[config.mk]
export PLATFORM = sky130hd
export DESIGN_NAME = sccb_wr_master
export DESIGN_NICKNAME = d
export VERILOG_FILES = /design/src/rtl/sccb_wr_master.sv
export SDC_FILE = /design/constraint.sdc
export NUM_CORES = 1
export LEC_CHECK = 0
export CAP_MARGIN = 20
export CORE_UTILIZATION = 35
export DETAILED_ROUTE_END_ITERATION = 12
export SYNTH_ARGS = -nofsm -noshare
export SYNTH_HDL_FRONTEND = slang
export SYNTH_SLANG_ARGS = --single-unit
export TNS_END_PERCENT = 100
[constraint.sdc]
create_clock -name clk_i -period 2.5 [get_ports clk_i]
set_input_delay 0.5 -clock clk_i [delete_from_list [all_inputs] [get_ports clk_i]]
set_output_delay 0.5 -clock clk_i [all_outputs]
set_load 0.1 [all_outputs]
[src/rtl/sccb_wr_master.sv]
// rtl/sccb_wr_master.sv - SCCB write-only master behind AXI-lite style write channels
// Optional NACK abort is enabled by defining SCCB_NACK_CHECK_EN.
module sccb_wr_master #(
    parameter int CLK_FREQ = 74_250_000,
    parameter int SCL_FREQ = 400_000
) (
    input  logic        clk_i,
    input  logic        rst_n_i,
    input  logic [6:0]  slave_addr_i,
    input  logic        awvalid_i,
    output logic        awready_o,
    input  logic [15:0] awaddr_i,
    input  logic        wvalid_i,
    output logic        wready_o,
    input  logic [7:0]  wdata_i,
    output logic        bvalid_o,
    input  logic        bready_i,
    output logic [1:0]  bresp_o,
    output logic        scl_o,
    output logic        sda_o,
    input  logic        sda_i
);

    localparam int QTR_RAW = CLK_FREQ / (4 * SCL_FREQ);
    localparam int QTR     = (QTR_RAW < 1) ? 1 : QTR_RAW;
    localparam int CW      = (QTR > 1) ? $clog2(QTR) : 1;
    localparam logic [CW-1:0] QTR_LAST = CW'(QTR - 1);

`ifdef SCCB_NACK_CHECK_EN
    localparam bit NACK_CHECK = 1'b1;
`else
    localparam bit NACK_CHECK = 1'b0;
`endif

    typedef enum logic [2:0] {S_IDLE, S_START, S_BIT, S_ACK, S_STOP, S_RESP} state_t;

    state_t        state, state_n;
    logic [CW-1:0] qcnt;
    logic [1:0]    phase;
    logic [2:0]    bit_cnt;
    logic [1:0]    byte_idx;
    logic [6:0]    slave_q;
    logic [15:0]   addr_q;
    logic [7:0]    data_q;
    logic [7:0]    tx_byte;
    logic          nack;
    logic          tick;
    logic          bit_end;
    logic          scl_hi;
    logic          accept;
    logic          abort;

    assign tick    = (qcnt == QTR_LAST);
    assign bit_end = tick && (phase == 2'd3);
    assign scl_hi  = (phase == 2'd1) || (phase == 2'd2);
    assign accept  = (state == S_IDLE) && awvalid_i && wvalid_i;
    assign abort   = NACK_CHECK && nack;

    always_comb begin
        tx_byte = data_q;
        case (byte_idx)
            2'd0:    tx_byte = {slave_q, 1'b0};
            2'd1:    tx_byte = addr_q[15:8];
            2'd2:    tx_byte = addr_q[7:0];
            default: tx_byte = data_q;
        endcase
    end

    always_ff @(posedge clk_i) begin
        if (!rst_n_i) state <= S_IDLE;
        else          state <= state_n;
    end

    always_comb begin
        state_n   = state;
        awready_o = 1'b0;
        wready_o  = 1'b0;
        bvalid_o  = 1'b0;
        scl_o     = 1'b1;
        sda_o     = 1'b1;
        case (state)
            S_IDLE: begin
                awready_o = accept;
                wready_o  = accept;
                if (accept) state_n = S_START;
            end
            S_START: begin
                sda_o = (phase == 2'd0);
                if (tick && phase == 2'd2) state_n = S_BIT;
            end
            S_BIT: begin
                scl_o = scl_hi;
                sda_o = tx_byte[~bit_cnt];
                if (bit_end && bit_cnt == 3'd7) state_n = S_ACK;
            end
            S_ACK: begin
                scl_o = scl_hi;
                if (bit_end) state_n = (abort || byte_idx == 2'd3) ? S_STOP : S_BIT;
            end
            S_STOP: begin
                scl_o = (phase != 2'd0);
                sda_o = phase[1];
                if (bit_end) state_n = S_RESP;
            end
            S_RESP: begin
                bvalid_o = 1'b1;
                if (bready_i) state_n = S_IDLE;
            end
            default: state_n = S_IDLE;
        endcase
    end

    // Quarter timer restarts on every state change so each phase begins aligned.
    always_ff @(posedge clk_i) begin
        if (!rst_n_i) begin
            qcnt     <= '0;
            phase    <= 2'd0;
            bit_cnt  <= 3'd0;
            byte_idx <= 2'd0;
            nack     <= 1'b0;
            bresp_o  <= 2'b00;
            slave_q  <= 7'd0;
            addr_q   <= 16'd0;
            data_q   <= 8'd0;
        end else begin
            if (state_n != state) begin
                qcnt  <= '0;
                phase <= 2'd0;
            end else if (tick) begin
                qcnt  <= '0;
                phase <= phase + 2'd1;
            end else begin
                qcnt  <= qcnt + CW'(1);
            end
            if (accept) begin
                slave_q  <= slave_addr_i;
                addr_q   <= awaddr_i;
                data_q   <= wdata_i;
                bit_cnt  <= 3'd0;
                byte_idx <= 2'd0;
                nack     <= 1'b0;
                bresp_o  <= 2'b00;
            end
            if (state == S_BIT && bit_end) bit_cnt <= bit_cnt + 3'd1;
            if (state == S_ACK && tick && phase == 2'd2) nack <= sda_i;
            if (state == S_ACK && bit_end) begin
                if (abort)                  bresp_o  <= 2'b10;
                else if (byte_idx != 2'd3)  byte_idx <= byte_idx + 2'd1;
            end
        end
    end

endmodule

==> summary.md, run 1 <==
| Metric | Value |
|---|---|
| Adder-cell area share of the yosys netlist | `between 5 and 6%` |
| # H-tree levels | `2` |
| Yosys reg bits | `47` |
| Hold path depth | `2` |
| GRT Resource Usage Total | `between 10% and 20%` |
| First-pass GRT wire length | `between 10,000 and 15,000 um` |
| Die W | `89.0 um` |
| DRC violation count after routing | `0` |
| Vias in the first global route | `~2,200` |
| Fmax | `~410 MHz` |
| Synth top area share | `between 30% and 40%` |
| Slowest Stage Delay on Critical Path | `0.38 ns` |
| GPL Wtd Cong | `approximately 0.8` |
| DRT iter0 DRCs | `86` |
| Setup-failing EPs final | `0` |
| Endpoints failing hold | `0` |
| N_diodes | `0` |
| P_leak | `approximately 1.2 nW` |
| Routed WL | `5910 um` |
| Stages on worst setup path | `8` |
| PD cells | `between 400 and 500 nW/um2` |
| Area grow syn2layout | `29.7%` |
| R2r worst-path depth | `7` |
| Ranking of synthesized cells by area | `dfxtp_1 35%, nand2_1 11%, a21boi_1 8.2%` |
| Area of placed instances | `around 3200 um2` |
| Post-Synthesis Cells | `between 300 and 400` |
| Worst Path Required | `roughly 2.0 ns` |
| Yosys top cell by area | `dfxtp_1` |
| Max-cap viol count | `0` |
| Clk root buf | `clkbuf_8` |
| Final Cycle Share | `a little over nine tenths` |
| # IOs | `44` |
| Xor/xnor share of the synthesized area | `1.32%` |
| Main combinational cell family by area after synthesis | `simple AND/OR/NAND/NOR gates` |
| Vias | `around 2,300` |
| Clk sinks | `47` |
| Post-synthesis sequential area ratio | `between 30% and 40%` |
| Multiplexer area fraction after synthesis | `approximately 3.6%` |
| Commonest non-fill, non-tap cell in the layout | `nand2_1` |
| Most frequent cells in the layout | `78 x nand2_1, 45 x dfxtp_1, 35 x clkdlybuf4s50_1` |
| Compound-Gate Fraction of Synth Area | `roughly a fifth` |
| Startpoint Class | `register` |
| Vias per cell | `between 5 and 6` |
| Hpwl dp | `around 4200 um` |
| Share of layout cells above drive strength 1 | `16.8%` |
| Antenna violations before repair | `0` |
| Status | `completed` |
| Crit-path max FO | `5` |
| Hold Crit Class | `reg2reg` |
| Design area | `3440 um2` |
| GR Overflow Total | `0` |
| Initial Util | `between 30% and 40%` |
| Count of final max-slew check failures | `0` |
| Chip Height | `89.0 um` |
| Synthesized area | `~2700 um2` |
| Core box area | `roughly 7300 um2` |
| Final Core Density | `47.2%` |
| Slowest CP cell | `dfxtp_4` |
| WP buf/inv | `3` |
| NumNets Final | `a little over 400` |
| Die Footprint | `7930 um2` |
| Crit path kind | `reg2out` |
| Post-synth cell types | `51` |
| Syn. warnings | `0` |
| WP data arrival | `1.92 ns` |
| Post-layout min period | `between 2 and 2.5 ns` |
| Largest net degree at the start of global routing | `40` |
| RSZ-0062 raised after global routing | `true` |
| Num CTS Buffers | `5` |
| Post-DRT Antenna Nets | `0` |
| Crit-path cells | `inv_4 > ha_4 > buf_6 > a22oi_2 > a32oi_1 > nand3b_1 > a41oi_4 > buf_12` |
| # port buffers | `40` |
| Setup_tns | `0 ns` |
| CTS tree | `done` |
| Simple-Gate Fraction of Synth Area | `28.3%` |
| CP Capture Type | `output port` |
| Peak VDD IR | `around 0.00032 V` |
| Max Buffers Root-to-Sink | `2` |
| Syn_area_per_cell | `roughly 8.3 um2` |
| Detailed Routing Iterations Pass 1 | `4` |
| Wire per inst | `roughly 13 um` |
| Clk_lat worst skew | `0.30 ns` |
| Clock Skew | `about 0.0080 ns` |
| Clock slew at reported path FFs | `0.09 ns` |
| Post-CTS Hold Buffers | `0` |
| Row count | `31` |
| CP delay by family, top | `compound AO/OA/AOI/OAI gates` |
-- kinds of logic (layout without fill, tap and decap cells) --
logic type	after synthesis	count (layout)
buffers and inverters	31	69
AND/OR/NAND/NOR	149	149
AO/OA/AOI/OAI	68	68
XOR/XNOR	4	4
multiplexers	7	7
other	1	2
flip-flops	47	47
adder cells (fa/ha/maj)	12	12
-- Yosys cell counts (all sizes together) --
master	number
xnor2	1
a41oi	1
ha	12
nor4	1
a21oi	8
o21ai	5
or3b	1
mux4	2
a31oi	2
nand2	81
and3b	1
o31ai	1
and2	3
a32o	1
a211oi	1
nand4b	3
inv	6
mux2i	5
dfxtp	47
a21boi	34
xor2	3
nand4	6
nor2b	1
o211a	1
buf	15
nand3	15
or4	1
nor3b	5
nand3b	4
and3	2
nor2	8
a32oi	2
conb	1
a21o	1
clkinv	1
a22oi	10
nand2b	5
clkbuf	9
or3	2
o41ai	1
nor4b	1
nor3	9
-- where the power goes --
part | internal, mW | total (mW) | leakage (nW) | switching (mW)
Clock | 0.293 | 0.551 | 0.0502 | 0.259
Sequential | 0.777 | 0.804 | 0.384 | 0.0264
Combinational | 0.118 | 0.238 | 0.808 | 0.119
-- path summary, 6_finish.rpt --
path                             to                   start  slack [ns]
max                           sda_o  byte_idx[0]$_SDFF_PN0_        0.08
min          data_q[7]$_SDFFE_PN0P_  data_q[7]$_SDFFE_PN0P_        0.46
max reg2reg      qcnt[3]$_SDFF_PP0_      qcnt[0]$_SDFF_PP0_        0.61
min reg2reg  data_q[7]$_SDFFE_PN0P_  data_q[7]$_SDFFE_PN0P_        0.46
-- worst register-to-register path: cells and delay by family, from the launching register on --
| family | cells | cell delay [ns] |
|---|---|---|
| AOI/OAI and AO/OA | 1 | 0.41 |
| adders and majority gates | 1 | 0.25 |
| buffers and inverters | 1 | 0.19 |
| DFF | 1 | 0.44 |
| and+or+nand+nor | 4 | 0.49 |
-- sequential cells by signal (all words and copies together), names as in the netlist --
name / flops
addr_q: 16
bit_cnt: 3
byte_idx: 2
data_q: 8
phase: 2
qcnt: 6
slave_q: 7
state: 3
-- metal layers --
metal / up-vias / GRT usage, % / wire length (um)
met1: 1063 / 22.0 / 2820
met3: 8 / 3.60 / 220
li1: 1186 / - / -
met2: 51 / 27.3 / 2780
met4: 0 / 4.04 / 82
met5: - / 0 / 0
-- through the flow --
stage	hold WS [ns]	setup WS, ns	power [mW]	instances
2_1_floorplan	0.432	0.0214	0.970	320
3_3_place_gp	0.442	0.170	1.06	445
3_5_place_dp	0.445	0.123	1.06	445
4_1_cts	0.459	-0.0337	1.62	457
5_1_grt	0.480	-0.0324	1.67	457
6_report	0.456	0.0809	1.59	457
-- timing repair --
item                                   CTS  global route
setup endpoints to repair                1             1
endpoints found under the hold margin    0             0
pin swaps                                4            10
buffers inserted                         5             0
resized for setup                       18            12
-- cell type report --
| class | instances | area, um2 |
|---|---|---|
| Tap cell | 99 | 124 |
| Timing Repair Buffer | 55 | 574 |
| Sequential cell | 47 | 948 |
| Multi-Input combinational cell | 242 | 1650 |
| Clock inverter | 2 | 37.5 |
| Inverter | 7 | 38.8 |
| Clock buffer | 5 | 68.8 |
| Fill cell | 729 | 3850 |
No activity file was read; power rests on OpenSTA's default activity.
==> inputs of run 2 (changes only) <==
--- a/config.mk
+++ b/config.mk
@@ -7,6 +7,7 @@
 export LEC_CHECK = 0
 export CAP_MARGIN = 20
 export CORE_UTILIZATION = 35
+export CTS_BUF_LIST = sky130_fd_sc_hd__clkbuf_4 sky130_fd_sc_hd__clkbuf_8
 export DETAILED_ROUTE_END_ITERATION = 12
 export SYNTH_ARGS = -nofsm -noshare
 export SYNTH_HDL_FRONTEND = slang
==> results of run 2 <==
The final DEF is identical to that of run 1; final timing and power are the same.
==> inputs of run 3 (changes only) <==
--- a/config.mk
+++ b/config.mk
@@ -5,6 +5,7 @@
 export SDC_FILE = /design/constraint.sdc
 export NUM_CORES = 1
 export LEC_CHECK = 0
+export ABC_CLOCK_PERIOD_IN_PS = 2500
 export CAP_MARGIN = 20
 export CORE_UTILIZATION = 35
 export CTS_BUF_LIST = sky130_fd_sc_hd__clkbuf_4 sky130_fd_sc_hd__clkbuf_8
==> results of run 3 <==
The final DEF is identical to that of run 1; final timing and power are the same.
